### src/rtl/alu_pkg.sv
// Shared definitions for the slice-serial ALU: command codes and FSM state encoding.
package alu_pkg;

  localparam logic [2:0] CMD_ADD  = 3'd0;
  localparam logic [2:0] CMD_SUB  = 3'd1;
  localparam logic [2:0] CMD_XOR  = 3'd2;
  localparam logic [2:0] CMD_SLT  = 3'd3;
  localparam logic [2:0] CMD_AND  = 3'd4;
  localparam logic [2:0] CMD_NAND = 3'd5;
  localparam logic [2:0] CMD_NOR  = 3'd6;
  localparam logic [2:0] CMD_OR   = 3'd7;

  typedef enum logic [1:0] {
    ST_IDLE = 2'd0,
    ST_EXEC = 2'd1,
    ST_DONE = 2'd2
  } state_t;

  // SUB and SLT run through the adder as A + ~B + 1.
  function automatic logic is_sub_like(input logic [2:0] cmd);
    return (cmd == CMD_SUB) || (cmd == CMD_SLT);
  endfunction

endpackage

### src/rtl/alu_slice.sv
// Combinational SLICE-bit ALU unit; b is already conditionally inverted by the caller.
module alu_slice
  import alu_pkg::*;
#(
  parameter int unsigned SLICE = 4
) (
  input  logic [SLICE-1:0] a,
  input  logic [SLICE-1:0] b,
  input  logic             cin,
  input  logic [2:0]       cmd,
  output logic [SLICE-1:0] y,
  output logic             cout,
  output logic             c_into_msb
);

  logic [SLICE:0]   c;
  logic [SLICE-1:0] sum;

  always_comb begin
    c    = '0;
    sum  = '0;
    c[0] = cin;
    for (int unsigned i = 0; i < SLICE; i++) begin
      sum[i]   = a[i] ^ b[i] ^ c[i];
      c[i+1]   = (a[i] & b[i]) | (c[i] & (a[i] ^ b[i]));
    end
    cout       = c[SLICE];
    c_into_msb = c[SLICE-1];
  end

  always_comb begin
    y = sum;
    case (cmd)
      CMD_XOR:  y = a ^ b;
      CMD_AND:  y = a & b;
      CMD_NAND: y = ~(a & b);
      CMD_NOR:  y = ~(a | b);
      CMD_OR:   y = a | b;
      default:  y = sum;
    endcase
  end

endmodule

### src/rtl/alu_serial_unit.sv
// Slice-serial ALU: one SLICE-bit slice per EXEC cycle, valid/ready request and response.
module alu_serial_unit
  import alu_pkg::*;
#(
  parameter int unsigned WIDTH = 32,
  parameter int unsigned SLICE = 4
) (
  input  logic             clk,
  input  logic             reset,
  input  logic             req_valid,
  output logic             req_ready,
  input  logic [WIDTH-1:0] operand_a,
  input  logic [WIDTH-1:0] operand_b,
  input  logic [2:0]       command,
  output logic             rsp_valid,
  input  logic             rsp_ready,
  output logic [WIDTH-1:0] result,
  output logic             carryout,
  output logic             zero,
  output logic             overflow,
  output logic             busy
);

  localparam int unsigned N  = WIDTH / SLICE;
  localparam int unsigned CW = (N > 1) ? $clog2(N) : 1;

  state_t state, state_nx;

  logic [WIDTH-1:0] a_sr, b_sr, acc_sr;
  logic [2:0]       cmd_r;
  logic             carry_r;
  logic [CW-1:0]    cnt;

  logic [SLICE-1:0] s_y;
  logic             s_cout, s_cmsb;
  logic             accept, last;

  logic [WIDTH-1:0] full_res, fin_res;
  logic             fin_c, fin_o;

  alu_slice #(.SLICE(SLICE)) u_slice (
    .a          (a_sr[SLICE-1:0]),
    .b          (b_sr[SLICE-1:0]),
    .cin        (carry_r),
    .cmd        (cmd_r),
    .y          (s_y),
    .cout       (s_cout),
    .c_into_msb (s_cmsb)
  );

  assign accept   = (state == ST_IDLE) && req_valid;
  assign last     = (state == ST_EXEC) && (cnt == CW'(N - 1));
  // Result assembles LSB-first: each new slice enters at the top and shifts down.
  assign full_res = {s_y, acc_sr[WIDTH-1:SLICE]};

  always_comb begin
    fin_res = full_res;
    fin_c   = 1'b0;
    fin_o   = 1'b0;
    case (cmd_r)
      CMD_ADD, CMD_SUB: begin
        fin_c = s_cout;
        fin_o = s_cout ^ s_cmsb;
      end
      CMD_SLT: begin
        fin_res    = '0;
        fin_res[0] = full_res[WIDTH-1] ^ (s_cout ^ s_cmsb);
      end
      default: ;
    endcase
  end

  always_comb begin
    state_nx  = state;
    req_ready = 1'b0;
    rsp_valid = 1'b0;
    busy      = 1'b0;
    case (state)
      ST_IDLE: begin
        req_ready = 1'b1;
        if (req_valid) state_nx = ST_EXEC;
      end
      ST_EXEC: begin
        busy = 1'b1;
        if (last) state_nx = ST_DONE;
      end
      ST_DONE: begin
        busy      = 1'b1;
        rsp_valid = 1'b1;
        if (rsp_ready) state_nx = ST_IDLE;
      end
      default: state_nx = ST_IDLE;
    endcase
  end

  always_ff @(posedge clk or posedge reset) begin
    if (reset) state <= ST_IDLE;
    else       state <= state_nx;
  end

  always_ff @(posedge clk or posedge reset) begin
    if (reset) begin
      a_sr    <= '0;
      b_sr    <= '0;
      acc_sr  <= '0;
      cmd_r   <= CMD_ADD;
      carry_r <= 1'b0;
      cnt     <= '0;
    end else if (accept) begin
      a_sr    <= operand_a;
      b_sr    <= is_sub_like(command) ? ~operand_b : operand_b;
      cmd_r   <= command;
      carry_r <= is_sub_like(command);
      cnt     <= '0;
    end else if (state == ST_EXEC) begin
      a_sr    <= a_sr >> SLICE;
      b_sr    <= b_sr >> SLICE;
      acc_sr  <= full_res;
      carry_r <= s_cout;
      cnt     <= cnt + 1'b1;
    end
  end

  // Visible outputs only change at completion so the last response persists in IDLE.
  always_ff @(posedge clk or posedge reset) begin
    if (reset) begin
      result   <= '0;
      carryout <= 1'b0;
      overflow <= 1'b0;
      zero     <= 1'b0;
    end else if (last) begin
      result   <= fin_res;
      carryout <= fin_c;
      overflow <= fin_o;
      zero     <= (fin_res == '0);
    end
  end

endmodule
### config.mk
export PLATFORM = sky130hd
export DESIGN_NAME = alu_serial_unit
export DESIGN_NICKNAME = d
export VERILOG_FILES = /design/src/rtl/alu_pkg.sv /design/src/rtl/alu_slice.sv /design/src/rtl/alu_serial_unit.sv
export SDC_FILE = /design/constraint.sdc
export NUM_CORES = 1
export LEC_CHECK = 0
export ABC_AREA = 1
export BUFFER_PORTS_ARGS = -buffer_cell sky130_fd_sc_hd__buf_2
export CORE_ASPECT_RATIO = 1.2
export CORE_MARGIN = 3
export CORE_UTILIZATION = 57
export DETAILED_ROUTE_END_ITERATION = 10
export PLACE_DENSITY = 0.81
export SETUP_SLACK_MARGIN = 0.4
export SLEW_MARGIN = 20
export SYNTH_ARGS = -nofsm -noshare
export SYNTH_HDL_FRONTEND = slang
export SYNTH_SLANG_ARGS = --single-unit
### constraint.sdc
create_clock -name clk -period 6.1 [get_ports clk]
set_input_delay 0.915 -clock clk [delete_from_list [all_inputs] [get_ports clk]]
set_output_delay 0.915 -clock clk [all_outputs]
set_load 0.02 [all_outputs]
==> results of run 1 <==
-- metrics by stage --
| stage | util | cells |
|---|---|---|
| 2_1_floorplan | - | 723 |
| 3_3_place_gp | 0.6395 | 945 |
| 3_5_place_dp | 0.6395 | 945 |
| 4_1_cts | 0.6863 | 976 |
| 5_1_grt | 0.6872 | 976 |
| 6_report | 0.6872 | 976 |
-- cell families (layout without fill, tap and decap cells) --
logic type,after synthesis,in the layout
flops,136,136
simple gates,240,240
compound gates,146,146
buf+inv,154,253
xor+xnor,30,30
fa+ha+maj,17,17
-- cells in the mapped netlist, drive strengths merged, types with 4 or more instances --
library cell,number,area share
nand3,26,0.022
dfrtp,136,0.52
fa,4,0.012
o31ai,22,0.025
buf,21,0.021
inv,110,0.064
ha,13,0.025
o22ai,4,0.0038
xnor2,14,0.019
o21ai,59,0.046
nor2,25,0.016
clkbuf,23,0.013
xor2,16,0.021
nand4,9,0.0086
nand2,176,0.10
o221ai,55,0.073
-- path summary, 6_finish.rpt --
check                           slack, ns          to
min in group asynchronous            0.59    a_sr[10]
max in group asynchronous            4.22      cnt[1]
worst max register to register       3.11    a_sr[23]
worst min register to register       0.47  result[17]
worst max-delay path                 3.11    a_sr[23]
worst min-delay path                 0.47  result[17]
-- final cells by class --
type	count	area, um2
Fill cell	910	3485
Sequential cell	136	3403
Multi-Input combinational cell	433	2545
Timing Repair Buffer	112	570.5
Clock buffer	21	440.4
Inverter	110	422.9
Tap cell	154	192.7
Clock inverter	10	81.33
-- flip-flops by register name, indices dropped and copies added, names as in the netlist --
register and count:
a_sr 32, b_sr 32, result 32, acc_sr 28
cmd_r 3, cnt 3, state 2, carry_r 1
carryout 1, overflow 1, zero 1
-- per-layer routing --
metal	part of all wire	vias to the layer above
met5	0	-
met4	0.019	0
met3	0.052	24
met2	0.52	178
met1	0.41	2528
li1	-	2563
-- worst max-delay path: stages, from the launching register on --
cell and delay, ns:
dfrtp_1 0.40, inv_1 0.12, ha_1 0.21, nand2_2 0.30
inv_2 0.78, nor2_4 0.12, clkinv_1 0.25, buf_4 0.44
o221ai_1 0.18
-- power by group --
| part | switching [W] | internal (W) |
|---|---|---|
| Sequential | 0.000207 | 0.00123 |
| Combinational | 0.000924 | 0.000494 |
| Clock | 0.000358 | 0.000552 |
==> impl_metrics.toml, run 1 <==
[grt]
grt-busiest-layer = "met2"
grt_max_degree = 70
grt_pass1_vias = 5143
grt_use_met1 = 0.2815
grt_first_pass_wirelength_mm = 24.06
grt_util_met3 = 0.05391
grt_use_met2 = 0.4146
track_usage = 0.2340
gr-total-overflow = 0
grt_antenna_before_repair = 0

[sta]
hold_viol = 0
worstMarginPinSlew_ns = 1.006
finClkSkew_ns = 0.006170
setup-tns-final_ns = 0
setup_viol = 0
fin_ws_ns = 3.107
maxSlewViolCount = 0
slew_headroom = 0.3278
fmax_ghz = 0.3341
hold_slack_ns = 0.4750
finalCritPeriodShare = 0.4906
rsz0062_at_grt = "no"
min_period_ns = 2.993

[yosys]
synth.area.mux_share = 0
ys_seq_area_frac = 0.5179
synthesis.nets = 811
synth_edf_count = 0
synthArstFlopShare = 1.000
synth_ff_type = "dfrtp_1"
synth_top_family_by_area = "compound AO/OA/AOI/OAI gates"
synth_compound_area_frac = 0.1542
synth_warnings = 0
synth.distinct_cells = 37
syn_inst = 723
syn_area_um2 = 6571
synth_fa_ha_area_frac = 0.03694
post_synth.cell_area_avg_um2 = 9.089
synthSimpleGateAreaFrac = 0.1535
ys_seq_elements = 136
yosys.area_share.xor_xnor = 0.03998

[cts]
worstSkewPairLatency_ns = 0.41
ctsResizeCount = 0
post_cts_buffers = 0
clkTransAtPathRegs_ns = 0.06
cts_root_buf = "clkbuf_16"
cts.sinks = 136
postCtsHoldBufs = 0
htree_num_levels = 4
clock_path_buffers = 2
numCtsBuffers = 17
cts_tree = "yes"

[floorplan]
io-pin-count = 109
initial_utilization = 0.5898
core_area_um2 = 11140
die_h_um = 123.6
num_rows = 42
die_w_um = 104.0
die_area_um2 = 12860

[detailed_routing]
vias = 5293
routed_via_density = 5.423
dr.pass1.iters = 6
drt_iter0_drc = 287
drcViolationCount = 0
finalWirelength_mm = 14.30
drtAntennaViolNets = 0
wire_per_inst_um = 14.65

[critical_path]
crit_fanout = 59
crit_arrival_ns = 3.25
crit_path_start = "state[1]"
worstSetupPathType = "register to register"
reg2regPathDepth = 8
critPathRequiredTime_ns = 6.36
cp-start-kind = "register"
endpoint_kind = "register"
r2r-start = "state[1]"

[placed_design]
post_dp_cell_area_um2 = 7124
pre_cts_slack_ns = 2.842
place.detailed.hpwl_mm = 9.634
portBuffers = 108
gp_congestion = 0.8486

[min_path]
min_path_type = "register to register"
hold_depth = 2
min_from = "result[17]"

[final_layout]
diodes = 0
syn2layout_area_growth_pct = 16.51
layout.nets = 898
final_cell_area_um2 = 7656
final_common_cell = "nand2_1"
drive_gt1_frac = 0.1886
final_cell_mix = "173 x nand2_1, 136 x dfrtp_1, 108 x buf_2"

[power_and_ir_drop]
leakagePower_nw = 3.824
powerDensity_nw_per_um2 = 492.2
ir_drop_v = 0.0002806
fin_total_pwr_w = 0.003768

[run]
max_cap_violations = 0

[run_status]
status = "completed"
No activity file was read; power rests on OpenSTA's default activity.
==> run 2: changes to the inputs <==
Clock period 6.1 ns to 3 ns, I/O delays scaled along.
==> impl_metrics.toml, run 2 (same netlist as run 1, synthesis figures left out) <==
[grt]
grt_max_degree = 81
gr-total-overflow = 0
track_usage = 0.2364
grt_antenna_before_repair = 0
grt_first_pass_wirelength_mm = 24.40
grt_pass1_vias = 5309

[power_and_ir_drop]
combPwrFrac = 0.379
clkPwrFrac = 0.257
seqPwrFrac = 0.364
leakagePower_nw = 3.892
p_int_w = 0.004850
powerDensity_nw_per_um2 = 1024
total_switching_power_w = 0.003166
switching_share = 0.3950
ir_drop_v = 0.0004507

[cts]
postCtsHoldBufs = 0
clkTransAtPathRegs_ns = 0.06
htree_num_levels = 4
clock_path_buffers = 2
cts.sinks = 136
worstSkewPairLatency_ns = 0.42
numCtsBuffers = 17
cts_tree = "yes"
cts_root_buf = "clkbuf_16"

[floorplan]
num_rows = 42
die_w_um = 104.0
die_area_um2 = 12860
core_area_um2 = 11140
die_h_um = 123.6
initial_utilization = 0.5898
io-pin-count = 109

[detailed_routing]
dr.pass1.iters = 5
finalWirelength_mm = 14.63
vias = 5384
drtAntennaViolNets = 0
wire_per_inst_um = 14.81
routed_via_density = 5.449
drt_iter0_drc = 302
drcViolationCount = 0

[final_layout]
syn2layout_area_growth_pct = 19.15
final_cell_mix = "172 x nand2_1, 136 x dfrtp_1, 108 x buf_2"
layout.nets = 909
final_common_cell = "nand2_1"
diodes = 0
reg_top3 = "a_sr x32, b_sr x32, result x32"
drive_gt1_frac = 0.2122
n_fill_cell = 860

[critical_path]
r2r_end = "zero"
crit_fanout = 3
cp-start-kind = "register"
r2r-start = "a_sr[0]"
crit_arrival_ns = 3.00
critPathRequiredTime_ns = 3.30
endpoint_kind = "register"
reg2regPathDepth = 14
r2r_slack_ns = 0.31
worstSetupPathType = "register to register"

[sta]
setup_viol = 0
maxSlewViolCount = 0
min_period_ns = 2.695
finClkSkew_ns = 0.008035
fmax_ghz = 0.3711
rsz0062_at_grt = "yes"
worstMarginPinSlew_ns = 0.5978
slew_headroom = 0.6015
hold_viol = 0
fin_ws_ns = 0.3054
finalCritPeriodShare = 0.8982
setup-tns-final_ns = 0

[run_status]
status = "completed"

[placed_design]
gp_congestion = 0.8446
pre_cts_slack_ns = 0.2374
portBuffers = 108
place.detailed.hpwl_mm = 9.976

[min_path]
min_path_type = "input pin to asynchronous set/reset pin"

[run]
max_cap_violations = 0
[run 2: how the worst max path moves through the flow]
stage,slack (ns),end,cells past startpoint,from
final,0.31,zero,14,a_sr[0]
after global routing,0.19,zero,15,b_sr[0]
after CTS,0.35,zero,14,a_sr[0]
after detailed placement,0.24,result[0],14,a_sr[0]
after global placement,0.31,zero,14,a_sr[0]
after floorplan,0.40,zero,14,a_sr[0]
[run 2: routing by layer]
| layer | vias to the layer above | GRT usage | routed length [um] | part of all wire |
|---|---|---|---|---|
| li1 | 2586 | - | - | - |
| met4 | 0 | 0.09726 | 415 | 0.028 |
| met3 | 42 | 0.05443 | 703 | 0.048 |
| met5 | - | 0 | 0 | 0 |
| met1 | 2575 | 0.2895 | 6071 | 0.41 |
| met2 | 181 | 0.4093 | 7444 | 0.51 |
[run 2: power groups by stage]
stage / clock network, W / logic [W] / registers [W]
floorplan: 0 / 0.00229 / 0.00285
detailed placement: 0 / 0.00293 / 0.00293
CTS: 0.00208 / 0.00300 / 0.00292
global placement: 0 / 0.00282 / 0.00290
global route: 0.00216 / 0.00344 / 0.00299
finish: 0.00206 / 0.00304 / 0.00292
[run 2: worst max-delay path: stages, from the launching register on]
cell	delay (ns)
dfrtp_1	0.40
fa_2	0.39
inv_2	0.06
fa_2	0.19
inv_2	0.04
fa_2	0.34
inv_2	0.07
fa_1	0.40
or2_1	0.27
nand3_2	0.11
nand2_1	0.07
nand2_1	0.08
nor2_1	0.04
nand2_1	0.07
nand2_1	0.06
[run 2: cell type report]
type / count / area [um2] / area share
flip-flops and latches: 136 / 3403 / 0.4346
multi-input cells: 433 / 2545 / 0.3250
repair buffers: 123 / 678.2 / 0.08661
clock buffers: 19 / 442.9 / 0.05657
inverters: 110 / 421.7 / 0.05385
well taps: 154 / 192.7 / 0.02461
clock inverters: 13 / 146.4 / 0.01870
[run 2: repair_timing]
action | in CTS | in global routing
gates resized for setup | 6 | 1
buffers inserted | 2 | 3
pin swaps | 2 | 2
endpoints found under the setup margin | 3 | 3
[run 2: through the flow]
step	utilization	instance area, um2	power [W]	instances	hold WS, ns
floorplan	-	6575	0.005145	723	0.4534
global placement	0.6457	7193	0.005713	951	0.4588
detailed placement	0.6457	7193	0.005869	951	0.4630
CTS	0.7006	7805	0.007999	985	0.05066
global route	0.7028	7830	0.008603	988	0.07241
finish	0.7028	7830	0.008016	988	0.04078
==> run 3: changes to the inputs <==
Settings changed: ABC_AREA 1 to 0, CORE_UTILIZATION 57 to 61, PLACE_DENSITY 0.81 to 0.85.
Clock period 3 ns to 3.4 ns, I/O delays scaled along.
==> impl_metrics.toml, run 3 <==
[grt]
gr-total-overflow = 0
track_usage = 0.2478
grt_first_pass_wirelength_mm = 23.51
grt_pass1_vias = 4984
grt_antenna_before_repair = 0
grt_max_degree = 125

[power_and_ir_drop]
powerDensity_nw_per_um2 = 978.9
ir_drop_v = 0.0005032
leakagePower_nw = 3.741

[critical_path]
crit_arrival_ns = 3.15
cp_slowest_cell = "fa_1"
crit_path_end = "zero"
path_cells = "fa_2 > inv_2 > fa_1 > inv_1 > fa_2 > inv_2 > fa_1 > a21oi_2 > mux2i_2 > a2111oi_2 > o31ai_1"
r2r_slack_ns = 0.54
endpoint_kind = "register"
cp-start-kind = "register"
worstSetupPathType = "register to register"
critPathRequiredTime_ns = 3.69
r2r-start = "carry_r"
crit_fanout = 3
r2r_end = "zero"
crit_path_start = "carry_r"
reg2regPathDepth = 11
cpPeakStageDelay_ns = 0.44

[sta]
setup-tns-final_ns = 0
finClkSkew_ns = 0.004372
fmax_ghz = 0.3502
maxSlewViolCount = 0
fin_ws_ns = 0.5443
slew_headroom = 0.2721
worstMarginPinSlew_ns = 1.090
hold_viol = 0
setup_viol = 0
finalCritPeriodShare = 0.8399
rsz0062_at_grt = "no"
min_period_ns = 2.856

[placed_design]
dpl.cell_count = 845
pre_cts_slack_ns = 0.2976
place.detailed.hpwl_mm = 9.825
portBuffers = 108
post_dp_cell_area_um2 = 7232
gp_congestion = 0.8222

[cts]
worstSkewPairLatency_ns = 0.41
htree_num_levels = 4
cts_root_buf = "clkbuf_16"
cts_tree = "yes"
numCtsBuffers = 17
clkTransAtPathRegs_ns = 0.05
cts.sinks = 136
postCtsHoldBufs = 0
clock_path_buffers = 2

[detailed_routing]
finalWirelength_mm = 14.54
wire_per_inst_um = 16.51
vias = 4997
drcViolationCount = 0
routed_via_density = 5.672
dr.pass1.iters = 6
drt_iter0_drc = 272
drtAntennaViolNets = 0

[yosys]
netlist_top_cells_count = "143 x nand2_1, 136 x dfrtp_1, 95 x o21ai_0"
synth.distinct_cells = 37
synthesis.nets = 735
post_synth.cell_area_avg_um2 = 10.24
syn_area_um2 = 6624
synth_edf_count = 0
synth_warnings = 0
ys_seq_elements = 136
synthArstFlopShare = 1.000
synth_top_area_frac = 0.5138
ys_seq_area_frac = 0.5138
yosysMostFrequentCell = "nand2_1"
syn_inst = 647
synth.area.top_cells = "dfrtp_1 51%, mux2i_1 10%, nand2_1 8.1%"
synth_ff_type = "dfrtp_1"
yosys.area.top_type = "dfrtp_1"

[final_layout]
reg_top3 = "a_sr x32, b_sr x32, result x32"
syn2layout_area_growth_pct = 18.55
regArea_um2 = 3403
diodes = 0
final_cell_area_um2 = 7853
fin_util = 0.7431
layout.nets = 828
final_common_cell = "nand2_1"
multi_input_area_um2 = 3005
drive_gt1_frac = 0.2500
final_cell_mix = "143 x nand2_1, 136 x dfrtp_1, 108 x buf_2"
stdcell_count = 881
n_fill_cell = 724

[run]
max_cap_violations = 0

[floorplan]
die_area_um2 = 12150
die_h_um = 120.2
io-pin-count = 109
num_rows = 41
die_w_um = 101.1
initial_utilization = 0.6268
core_area_um2 = 10570

[run_status]
status = "completed"

[min_path]
min_path_type = "input pin to asynchronous set/reset pin"
run 3: changes by cell type after synthesis, sizes merged, moves of 18 or more:
cell	delta
inv	-92
mux2i	+66
nand3	-24
o21ai	+36
o221ai	-55
mux2	+28
nand2	-33
o31ai	-18
run 3: cells by family after synthesis:
kind of cell | after synthesis | share of synthesized area
muxes | 94 | 0.1479
adders and majority gates | 17 | 0.03665
xor gates and xnor gates | 38 | 0.05025
AOI/OAI and AO/OA | 112 | 0.09199
and+or+nand+nor | 187 | 0.1205
DFF | 136 | 0.5138
buffers and inverters | 63 | 0.03891
run 3: what timing repair did:
action / in CTS / in global routing
setup endpoints to repair: 1 / 2
buffers inserted: 1 / 4
gates resized for setup: 2 / 5
pin swaps: 0 / 6
hold endpoints to repair: 0 / 0
run 3: critical path: cells and delay by family (launching register included):
family,cells,cell delay [ns]
compound gates,3,0.70
flops,1,0.40
buf+inv,3,0.19
fa+ha+maj,4,1.36
mux,1,0.11
run 3: metal layers:
metal | global-route usage | part of all wire
met3 | 0.04302 | 0.042
met5 | 0 | 0
met4 | 0.1305 | 0.043
met1 | 0.2969 | 0.39
met2 | 0.4210 | 0.53
run 3: how the worst min path moves through the flow:
stage          depth (start not counted)           from    endpoint
3_5_place_dp                           2     result[24]  result[24]
5_1_grt                                3  operand_a[31]    a_sr[31]
2_1_floorplan                          2       a_sr[28]    a_sr[28]
4_1_cts                                3     command[1]    cmd_r[1]
6_report                               2          reset   result[7]
3_3_place_gp                           2     result[11]  result[11]
run 3: cell type report:
cell class                      count  share of cell area
Clock inverter                     10             0.01307
Tap cell                          129             0.02055
Multi-Input combinational cell    448              0.3827
Clock buffer                       21             0.05864
Sequential cell                   136              0.4334
Inverter                           18            0.009082
Timing Repair Buffer              119             0.08254
run 3: per-stage QoR:
| stage | hold WS [ns] | total power, W |
|---|---|---|
| 2_1_floorplan | 0.4751 | 0.005001 |
| 3_3_place_gp | 0.4546 | 0.005564 |
| 3_5_place_dp | 0.4641 | 0.005774 |
| 4_1_cts | 0.2809 | 0.007592 |
| 5_1_grt | 0.3041 | 0.008181 |
| 6_report | 0.2888 | 0.007687 |
run 3: power breakdown:
group	internal, W	switching (W)	total, W
combinational	0.00138	0.00161	0.00300
clock	0.00110	0.000645	0.00175
sequential	0.00233	0.000610	0.00294
total	0.00482	0.00287	0.00769
